**config.mk**
```make
export PLATFORM = sky130hd
export DESIGN_NAME = serial_rx
export DESIGN_NICKNAME = d
export VERILOG_FILES = /design/src/rtl/serial_rx.sv
export SDC_FILE = /design/constraint.sdc
export NUM_CORES = 1
export LEC_CHECK = 0
export ABC_AREA = 1
export CAP_MARGIN = 20
export CORE_ASPECT_RATIO = 2
export CORE_MARGIN = 8
export CORE_UTILIZATION = 40
export DETAILED_ROUTE_END_ITERATION = 7
export SYNTH_ARGS = -nofsm -noshare
export SYNTH_HDL_FRONTEND = slang
export SYNTH_SLANG_ARGS = --single-unit
```
**constraint.sdc**
```tcl
create_clock -name clk -period 2.7 [get_ports clk]
set_clock_uncertainty 0.05 [all_clocks]
set_input_delay 0.54 -clock clk [delete_from_list [all_inputs] [get_ports clk]]
set_output_delay 0.54 -clock clk [all_outputs]
set_load 0.005 [all_outputs]
```
**src/rtl/serial_rx.sv**
```systemverilog
// -----------------------------------------------------------------------------
// serial_rx
//   Receive end of the digit serial link. The transmitter's sclk, data_enable
//   and sdo arrive asynchronously; each is synchronised to clk, edges are
//   found with one history flop, and a three-state FSM shifts the bits into a
//   parallel word.
//
//   Ports
//     clk          system clock, rising edge
//     rst_n        asynchronous active-low reset
//     sclk         serial clock from transmitter (async)
//     data_enable  frame enable, high while a word is shifted (async)
//     sdo          serial data, valid on sclk rising edge (async)
//     data_out     last complete word, held until the next good frame
//     data_valid   one-cycle pulse: data_out updated this cycle
//     frame_err    one-cycle pulse: frame ended with fewer than WIDTH bits
//     overrun      sticky: more than WIDTH sclk edges seen in a frame
//     busy         high while the FSM is not IDLE
// -----------------------------------------------------------------------------
module serial_rx #(
  parameter int WIDTH     = 32,
  parameter int MSB_FIRST = 1,
  parameter int SYNC_STG  = 2
) (
  input  logic             clk,
  input  logic             rst_n,
  input  logic             sclk,
  input  logic             data_enable,
  input  logic             sdo,
  output logic [WIDTH-1:0] data_out,
  output logic             data_valid,
  output logic             frame_err,
  output logic             overrun,
  output logic             busy
);

  localparam int CNT_W = $clog2(WIDTH + 1);
  localparam logic [CNT_W-1:0] LAST_IDX = CNT_W'(WIDTH - 1);

  typedef enum logic [1:0] {
    IDLE,
    SHIFT,
    FULL
  } state_t;

  // ---------------------------------------------------------------------------
  // Input synchronisers and edge history
  // ---------------------------------------------------------------------------
  logic [SYNC_STG-1:0] sclk_sync_q;
  logic [SYNC_STG-1:0] en_sync_q;
  logic [SYNC_STG-1:0] sdo_sync_q;
  logic                sclk_hist_q;
  logic                en_hist_q;

  // NOTE: clocked state is always written with non-blocking assignments so
  // every flop samples the pre-edge value of its neighbours; a blocking
  // assignment here would collapse the synchroniser chain into one flop.
  always_ff @(posedge clk or negedge rst_n) begin
    if (!rst_n) begin
      sclk_sync_q <= '0;
      en_sync_q   <= '0;
      sdo_sync_q  <= '0;
      sclk_hist_q <= 1'b0;
      en_hist_q   <= 1'b0;
    end else begin
      sclk_sync_q <= {sclk_sync_q[SYNC_STG-2:0], sclk};
      en_sync_q   <= {en_sync_q[SYNC_STG-2:0], data_enable};
      sdo_sync_q  <= {sdo_sync_q[SYNC_STG-2:0], sdo};
      sclk_hist_q <= sclk_sync_q[SYNC_STG-1];
      en_hist_q   <= en_sync_q[SYNC_STG-1];
    end
  end

  logic sclk_s, en_s, sdo_s;
  logic sclk_rise, en_rise, en_fall;

  assign sclk_s    = sclk_sync_q[SYNC_STG-1];
  assign en_s      = en_sync_q[SYNC_STG-1];
  assign sdo_s     = sdo_sync_q[SYNC_STG-1];
  assign sclk_rise = sclk_s & ~sclk_hist_q;
  assign en_rise   = en_s & ~en_hist_q;
  assign en_fall   = ~en_s & en_hist_q;

  // ---------------------------------------------------------------------------
  // Shift-register next value; bit order chosen by MSB_FIRST
  // ---------------------------------------------------------------------------
  logic [WIDTH-1:0] shift_q;
  logic [WIDTH-1:0] shift_d;

  always_comb begin
    shift_d = shift_q;
    if (MSB_FIRST != 0) begin
      shift_d = {shift_q[WIDTH-2:0], sdo_s};
    end else begin
      shift_d = {sdo_s, shift_q[WIDTH-1:1]};
    end
  end

  // ---------------------------------------------------------------------------
  // Frame FSM with registered outputs
  // ---------------------------------------------------------------------------
  state_t           state_q;
  logic [CNT_W-1:0] bit_cnt_q;
  logic [WIDTH-1:0] data_out_q;
  logic             data_valid_q;
  logic             frame_err_q;
  logic             overrun_q;
  logic             extra_q;    // an extra sclk edge was seen in this frame
  logic             busy_q;

  always_ff @(posedge clk or negedge rst_n) begin
    if (!rst_n) begin
      state_q      <= IDLE;
      bit_cnt_q    <= '0;
      shift_q      <= '0;
      data_out_q   <= '0;
      data_valid_q <= 1'b0;
      frame_err_q  <= 1'b0;
      overrun_q    <= 1'b0;
      extra_q      <= 1'b0;
      busy_q       <= 1'b0;
    end else begin
      data_valid_q <= 1'b0;
      frame_err_q  <= 1'b0;
      case (state_q)
        IDLE: begin
          // An sclk edge coinciding with en rise is deliberately not sampled.
          if (en_rise) begin
            state_q   <= SHIFT;
            bit_cnt_q <= '0;
            shift_q   <= '0;
            extra_q   <= 1'b0;
            busy_q    <= 1'b1;
          end
        end
        SHIFT: begin
          // en fall has priority over a simultaneous sclk edge.
          if (en_fall) begin
            frame_err_q <= 1'b1;
            state_q     <= IDLE;
            busy_q      <= 1'b0;
          end else if (sclk_rise) begin
            shift_q   <= shift_d;
            bit_cnt_q <= bit_cnt_q + CNT_W'(1);
            if (bit_cnt_q == LAST_IDX) begin
              state_q <= FULL;
            end
          end
        end
        FULL: begin
          if (en_fall) begin
            data_out_q   <= shift_q;
            data_valid_q <= 1'b1;
            // A clean frame clears a stale overrun from an earlier frame.
            if (!extra_q) begin
              overrun_q <= 1'b0;
            end
            state_q <= IDLE;
            busy_q  <= 1'b0;
          end else if (sclk_rise) begin
            extra_q   <= 1'b1;
            overrun_q <= 1'b1;
          end
        end
        default: begin
          state_q <= IDLE;
          busy_q  <= 1'b0;
        end
      endcase
    end
  end

  assign data_out   = data_out_q;
  assign data_valid = data_valid_q;
  assign frame_err  = frame_err_q;
  assign overrun    = overrun_q;
  assign busy       = busy_q;

endmodule
```
==> flow_summary.toml <==
[timing]
period_share_pct = 66.94
final-setup-viol-count = 0
maxSlewViolCount = 0
hold_viol_final = 0
timing.fmax_ghz = 0.5533
fin_ws_ns = 0.8926
relSlewSlack_pct = 58.74
fin_hold_ws_ns = 0.1460
rsz0062_at_grt = "false"
fin_tns_setup_ns = 0
tightest_slew_ns = 0.6167
fin_crit_ns = 1.807

[global_route]
grt_util_all_layers_pct = 11.96
grt_overflow_total = 0
grt_pass1_vias = 2533
antenna_found_initial = 0
grt_pass1_wl_um = 11390
grt_max_degree = 45

[run_status]
status = "completed"

[final_layout]
final_common_cell = "nand2_1"
mostFrequentLayoutCells = "nand2_1, dfrtp_1, inv_1"
syn_to_final_growth_pct = 19.95
nets = 395
diodes = 0
stdcell_count = 490
drive_above_1_share_pct = 17.69
stdcell_area_mm2 = 0.004265
fillers = 835

[power_and_ir_drop]
p_int_mw = 2.269
powerDensity_mw_per_mm2 = 748.7
vdd_drop_max_v = 0.0003790
seqPwrFrac_pct = 44.0
pwr-share-clk_pct = 38.1
p_comb_share_pct = 17.9
cellLeakagePower_nw = 1.930
swShare_pct = 28.93
power.switching_mw = 0.9240

[placement]
place_area_mm2 = 0.003971
port_buffers = 40
dp_slack_ns = 0.9319
placed_cells = 475
place_congestion = 0.8114
hpwl_um = 4367

[setup_path]
worstPathCellList = "clkdlybuf4s50_1"
path_depth = 1
crit_family = "buffers and inverters"
critPathBufInv = 1
reg2reg_to = "shift_q[16]"
worstReg2RegStart = "state_q[1]"
path_class = "flip-flop to output pin"
arrival_ns = 1.22
reg2reg_slack_ns = 0.95
slowest_stage = "clkdlybuf4s50_1"
cp_slowest_stage_delay_ns = 0.52
startpoint_type = "flip-flop"
crit_fanout = 2
required_ns = 2.11
end_kind = "output pin"
r2r_cells = 7

[route]
drt_iter0_drc = 122
post-route-drc-count = 0
dr.pass1.iters = 4
wl_per_cell_um = 12.87
vias = 2339
viasPerCell = 4.773
wl_um = 6306
antenna_left = 0

[synth]
ys_types = 23
yosysSeqAreaShare_pct = 59.82
synth_warnings = 0
synthesis.nets = 356
syn-cell-area_mm2 = 0.003556
ys_ff_latch = 85
synth.avg_cell_area_um2 = 10.25
netlist_instances = 347

[die]
die_height_um = 149.3
num_rows = 48
start_util_pct = 41.12
die-area_mm2 = 0.01235
num_io_pins = 41
dieWidth_um = 82.67
core-area_mm2 = 0.008648

[clock_tree]
hold_buffers = 0
numCtsBuffers = 9
cts_sinks = 85
clk_pin_slew_ns = 0.06
clk_latency_ns = 0.33
cts_root_buf = "clkbuf_16"
cts_tree = "built"
post_cts_buffers = 0
clk_path_buf_depth = 2
cts_max_level = 3
cts_resized = 0

[worst_hold_path]
hold_path.class = "input pin to async pin"

[job]
max_cap_viol_count = 0
==> sequential cells by signal (all words and copies together), names as in the netlist, 2 cells and up <==
signal / cells
data_out: 32
shift_q: 32
bit_cnt_q: 6
en_sync_q: 2
sclk_sync_q: 2
sdo_sync_q: 2
state_q: 2
==> power groups by stage <==
| stage | Sequential [mW] | Clock, mW | Combinational (mW) |
|---|---|---|---|
| after floorplan | 1.42 | 0 | 0.517 |
| after global placement | 1.42 | 0 | 0.585 |
| after detailed placement | 1.43 | 0 | 0.593 |
| after CTS | 1.40 | 1.26 | 0.594 |
| after global routing | 1.42 | 1.30 | 0.657 |
| final | 1.40 | 1.22 | 0.572 |
==> through the flow <==
| step | power (mW) | util, % |
|---|---|---|
| after floorplan | 1.934 | - |
| after global placement | 2.009 | 45.92 |
| after detailed placement | 2.018 | 45.92 |
| after CTS | 3.257 | 49.32 |
| after global routing | 3.373 | 49.32 |
| final | 3.193 | 49.32 |
==> metal layers <==
layer / part of all wire (%) / wire [µm] / GRT usage, %
met5: 0 / 0 / 0
met4: 3.3 / 207 / 7.652
met3: 4.7 / 298 / 3.321
met2: 51 / 3226 / 19.83
met1: 41 / 2574 / 12.65
==> cell type report <==
type / count / area (µm²) / area share (%)
multi-input cells: 199 / 1092 / 25.61
clock buffers: 14 / 264.0 / 6.189
flip-flops and latches: 85 / 2127 / 49.87
clock inverters: 1 / 30.03 / 0.7040
repair buffers: 42 / 437.9 / 10.27
inverters: 49 / 188.9 / 4.429
well taps: 100 / 125.1 / 2.933
==> how the worst max path moves through the flow <==
| stage | start | to | slack (ns) |
|---|---|---|---|
| 2_1_floorplan | state_q[1] | bit_cnt_q[3] | 1.31 |
| 3_3_place_gp | state_q[1] | shift_q[17] | 0.95 |
| 3_5_place_dp | state_q[1] | bit_cnt_q[3] | 0.93 |
| 4_1_cts | data_out[16] | data_out[16] | 0.85 |
| 5_1_grt | state_q[0] | shift_q[16] | 0.77 |
| 6_report | data_out[16] | data_out[16] | 0.89 |
==> cells by family (layout without fill, tap and decap cells) <==
family,after synthesis,count (layout),share of synthesized area [%]
flip-flops,85,85,59.82
adder cells (fa/ha/maj),4,4,1.408
buffers and inverters,63,106,9.465
AND/OR/NAND/NOR,123,123,14.64
XOR/XNOR,1,1,0.2464
AO/OA/AOI/OAI,71,71,14.43
==> Yosys cell counts <==
cell type   n  area [µm²]
o21ai_2    41       359.1
nor3b_1     2       15.01
nand3b_1    1       7.510
nand2_4     2       22.52
nand2_2     7       43.79
a21oi_1     1       5.000
buf_4       1       7.510
nand3_1     8       40.04
buf_6      12       135.1
nor2_1     10       37.54
inv_4       2       12.51
dfrtp_1    85        2127
o22ai_1     1       6.260
xor2_1      1       8.760
o21bai_1    1       7.510
inv_2       2       7.510
clkbuf_2    1       5.000
o21ai_1    15       75.07
nand4_1     2       12.51
nand2_1    91       341.6
o21ai_0    12       60.06
ha_1        4       50.05
inv_1      45       168.9
Power figures use the tool's default switching activity.
==> variant: new RTL, same flow settings <==
Change the parameter `WIDTH` from 32 to 16.
--- a/src/rtl/serial_rx.sv
+++ b/src/rtl/serial_rx.sv
@@ -19,5 +19,5 @@
 // -----------------------------------------------------------------------------
 module serial_rx #(
-  parameter int WIDTH     = 32,
+  parameter int WIDTH     = 16,
   parameter int MSB_FIRST = 1,
   parameter int SYNC_STG  = 2
Interface: changed (resized data_out); port bits go from 41 to 25. No check against the original RTL was run, so the function may have changed too.
==> variant against the unedited design <==
Total power shrank 39%. Sequential share of layout area increased by 3.0 points. Clock power is 63% lower. Synthesized area down 41%. Final area is 42% lower. Routed wire length is 39% lower. First-iteration DRC count down 48%. Combinational power fell by 8.0%. Global-route usage is 0.76 points lower. Sequential cell count is 33 lower. Worst setup slack is essentially flat. Critical endpoint is now shift_q[10]. Largest cell class unchanged.
==> variant: results (changes against the unedited design) <==
- GP Congestion: 0.907 (+12%)
- Fill cells: 509 (-39%)
- Final WL: 3.86 mm (-39%)
- Iter 0 DRT Violations: 64 (-48%)
- Total track usage: 11.2% (-0.76 points)
- Worst endpoint data arrival time: 2.01 ns (+0.79 ns)
- Synth Area in Adders: 2.96% (+1.6 points)
- Asr flop ratio synth: 100% (unchanged)
- Drt pass-1 iters: 4 (unchanged)
- Leak: 1.35 nW (-30%)
- NumNets Final: 271 (-31%)
- Outcome: finished, final reports clean
- DP Wirelength: 2.69 mm (-38%)
- CTS clk-pin slew, worst paths: 0.09 ns (+0.03 ns)
- Commonest cells post-synth: 128 x nand2_1, 52 x dfrtp_1, 17 x inv_1
- H-Tree Level Count: 2 (-1)
- Worst vdd ir: 0.445 mV (+17%)
- Mux share of post-synthesis cell area: 0% (unchanged)
- Initial antenna violation count: 0 (unchanged)
- Total CTS buffers: 5 (-4)
- Max clock buf depth: 2 (unchanged)
- Top-area cell type share of the netlist area: 61.6% (+1.8 points)
- Ranking of synthesized cells by area: dfrtp_1 62%, nand2_1 23%, inv_1 3.0%, ha_1 3.0%, buf_6 2.7%
- Vias in the first global route: 1585 (-37%)
- # diodes: 0 (unchanged)
- Worst Tran Pin Value: 0.757 ns (+0.140 ns)
- CTS Root Cell: clkbuf_8
- Crit-path leading delay family: simple AND/OR/NAND/NOR gates
- Share of layout cells above drive strength 1: 7.25% (-10 points)
- Synth Area in Compound Gates: 1.01% (-13 points)
- Port Buf Inserts: 24 (-40%)
- Worst-Skew Late Latency: 0.31 ns (-0.02 ns)
- Slowest-stage cell, CP: nor2_2
- Switch share: 34.1% (+5.1 points)
- Yosys warnings: 0 (unchanged)
- Post-synth net total: 244 (-31%)
- Ys flop type: dfrtp_1
- Via/cell ratio: 4.60 (-3.6%)
- Synth unique cells: 17 (-26%)
- Worst-path maximum fanout: 20 (+18)
- First-pass GRT wire length: 7.02 mm (-38%)
- Post_cts resized: 0 (unchanged)
- Post-synthesis xor/xnor area fraction: 0.415% (+0.17 points)
- Pin count of the biggest net entering global routing: 24 (-47%)
- Sequential area share after synthesis: 61.6% (+1.8 points)
- Largest stage delay, worst path: 0.57 ns (+0.05 ns)
## variant: cell count changes after synthesis, moves of 7 or more
cell,delta
o21ai_2,-41
nand2_1,+37
dfrtp_1,-33
inv_1,-28
o21ai_1,-15
o21ai_0,-10
buf_6,-7
## variant: metal layers
layer	GRT usage (%)	up-vias	share of wire, %
li1	-	749	-
met4	7.25	0	2.6
met2	18.6	22	52
met3	2.93	10	4.0
met1	11.8	692	41
met5	0	-	0
## variant: stage by stage
stage | setup WS (ns) | instance area (um^2) | power (W) | cells | utilization, %
4_1_cts | 0.865 | 2460 | 0.00198 | 320 | 47.9
2_1_floorplan | 1.39 | 2110 | 0.00138 | 234 | -
6_report | 0.893 | 2460 | 0.00194 | 320 | 47.9
5_1_grt | 0.699 | 2460 | 0.00210 | 320 | 47.9
3_5_place_dp | 0.901 | 2370 | 0.00152 | 312 | 46.2
3_3_place_gp | 0.938 | 2370 | 0.00150 | 312 | 46.2
## variant: cell families (layout without fill, tap and decap cells)
logic type,count (synthesis),after routing
AOI/OAI and AO/OA,4,4
xor gates and xnor gates,1,1
adders and majority gates,5,5
buffers and inverters,24,52
DFF,52,52
and+or+nand+nor,148,148
## variant: final timing paths
path | startpoint | cells past startpoint | endpoint | slack [ns]
min reg2reg | sdo_sync_q[0] | 0 | sdo_sync_q[1] | 0.31
min in group clk | sdo_sync_q[0] | 0 | sdo_sync_q[1] | 0.31
max | state_q[0] | 7 | shift_q[10] | 0.89
max reg2reg | state_q[0] | 7 | shift_q[10] | 0.89
max in group asynchronous | rst_n | 2 | data_out[4] | 1.85
min | rst_n | 1 | sclk_sync_q[0] | 0.14
## variant: layout make-up
type                            instances  area share, %
Clock buffer                            5           2.79
Inverter                               18           2.74
Timing Repair Buffer                   26           10.2
Multi-Input combinational cell        158           27.6
Sequential cell                        52           52.8
Clock inverter                          3          0.864
Tap cell                               58           2.95
## variant: power groups by stage
stage	registers (W)	clock network (W)	logic, W
after global routing	0.000986	0.000499	0.000613
after floorplan	0.000970	0	0.000411
after CTS	0.000966	0.000472	0.000537
final	0.000964	0.000449	0.000526
after detailed placement	0.000982	0	0.000536
after global placement	0.000977	0	0.000526
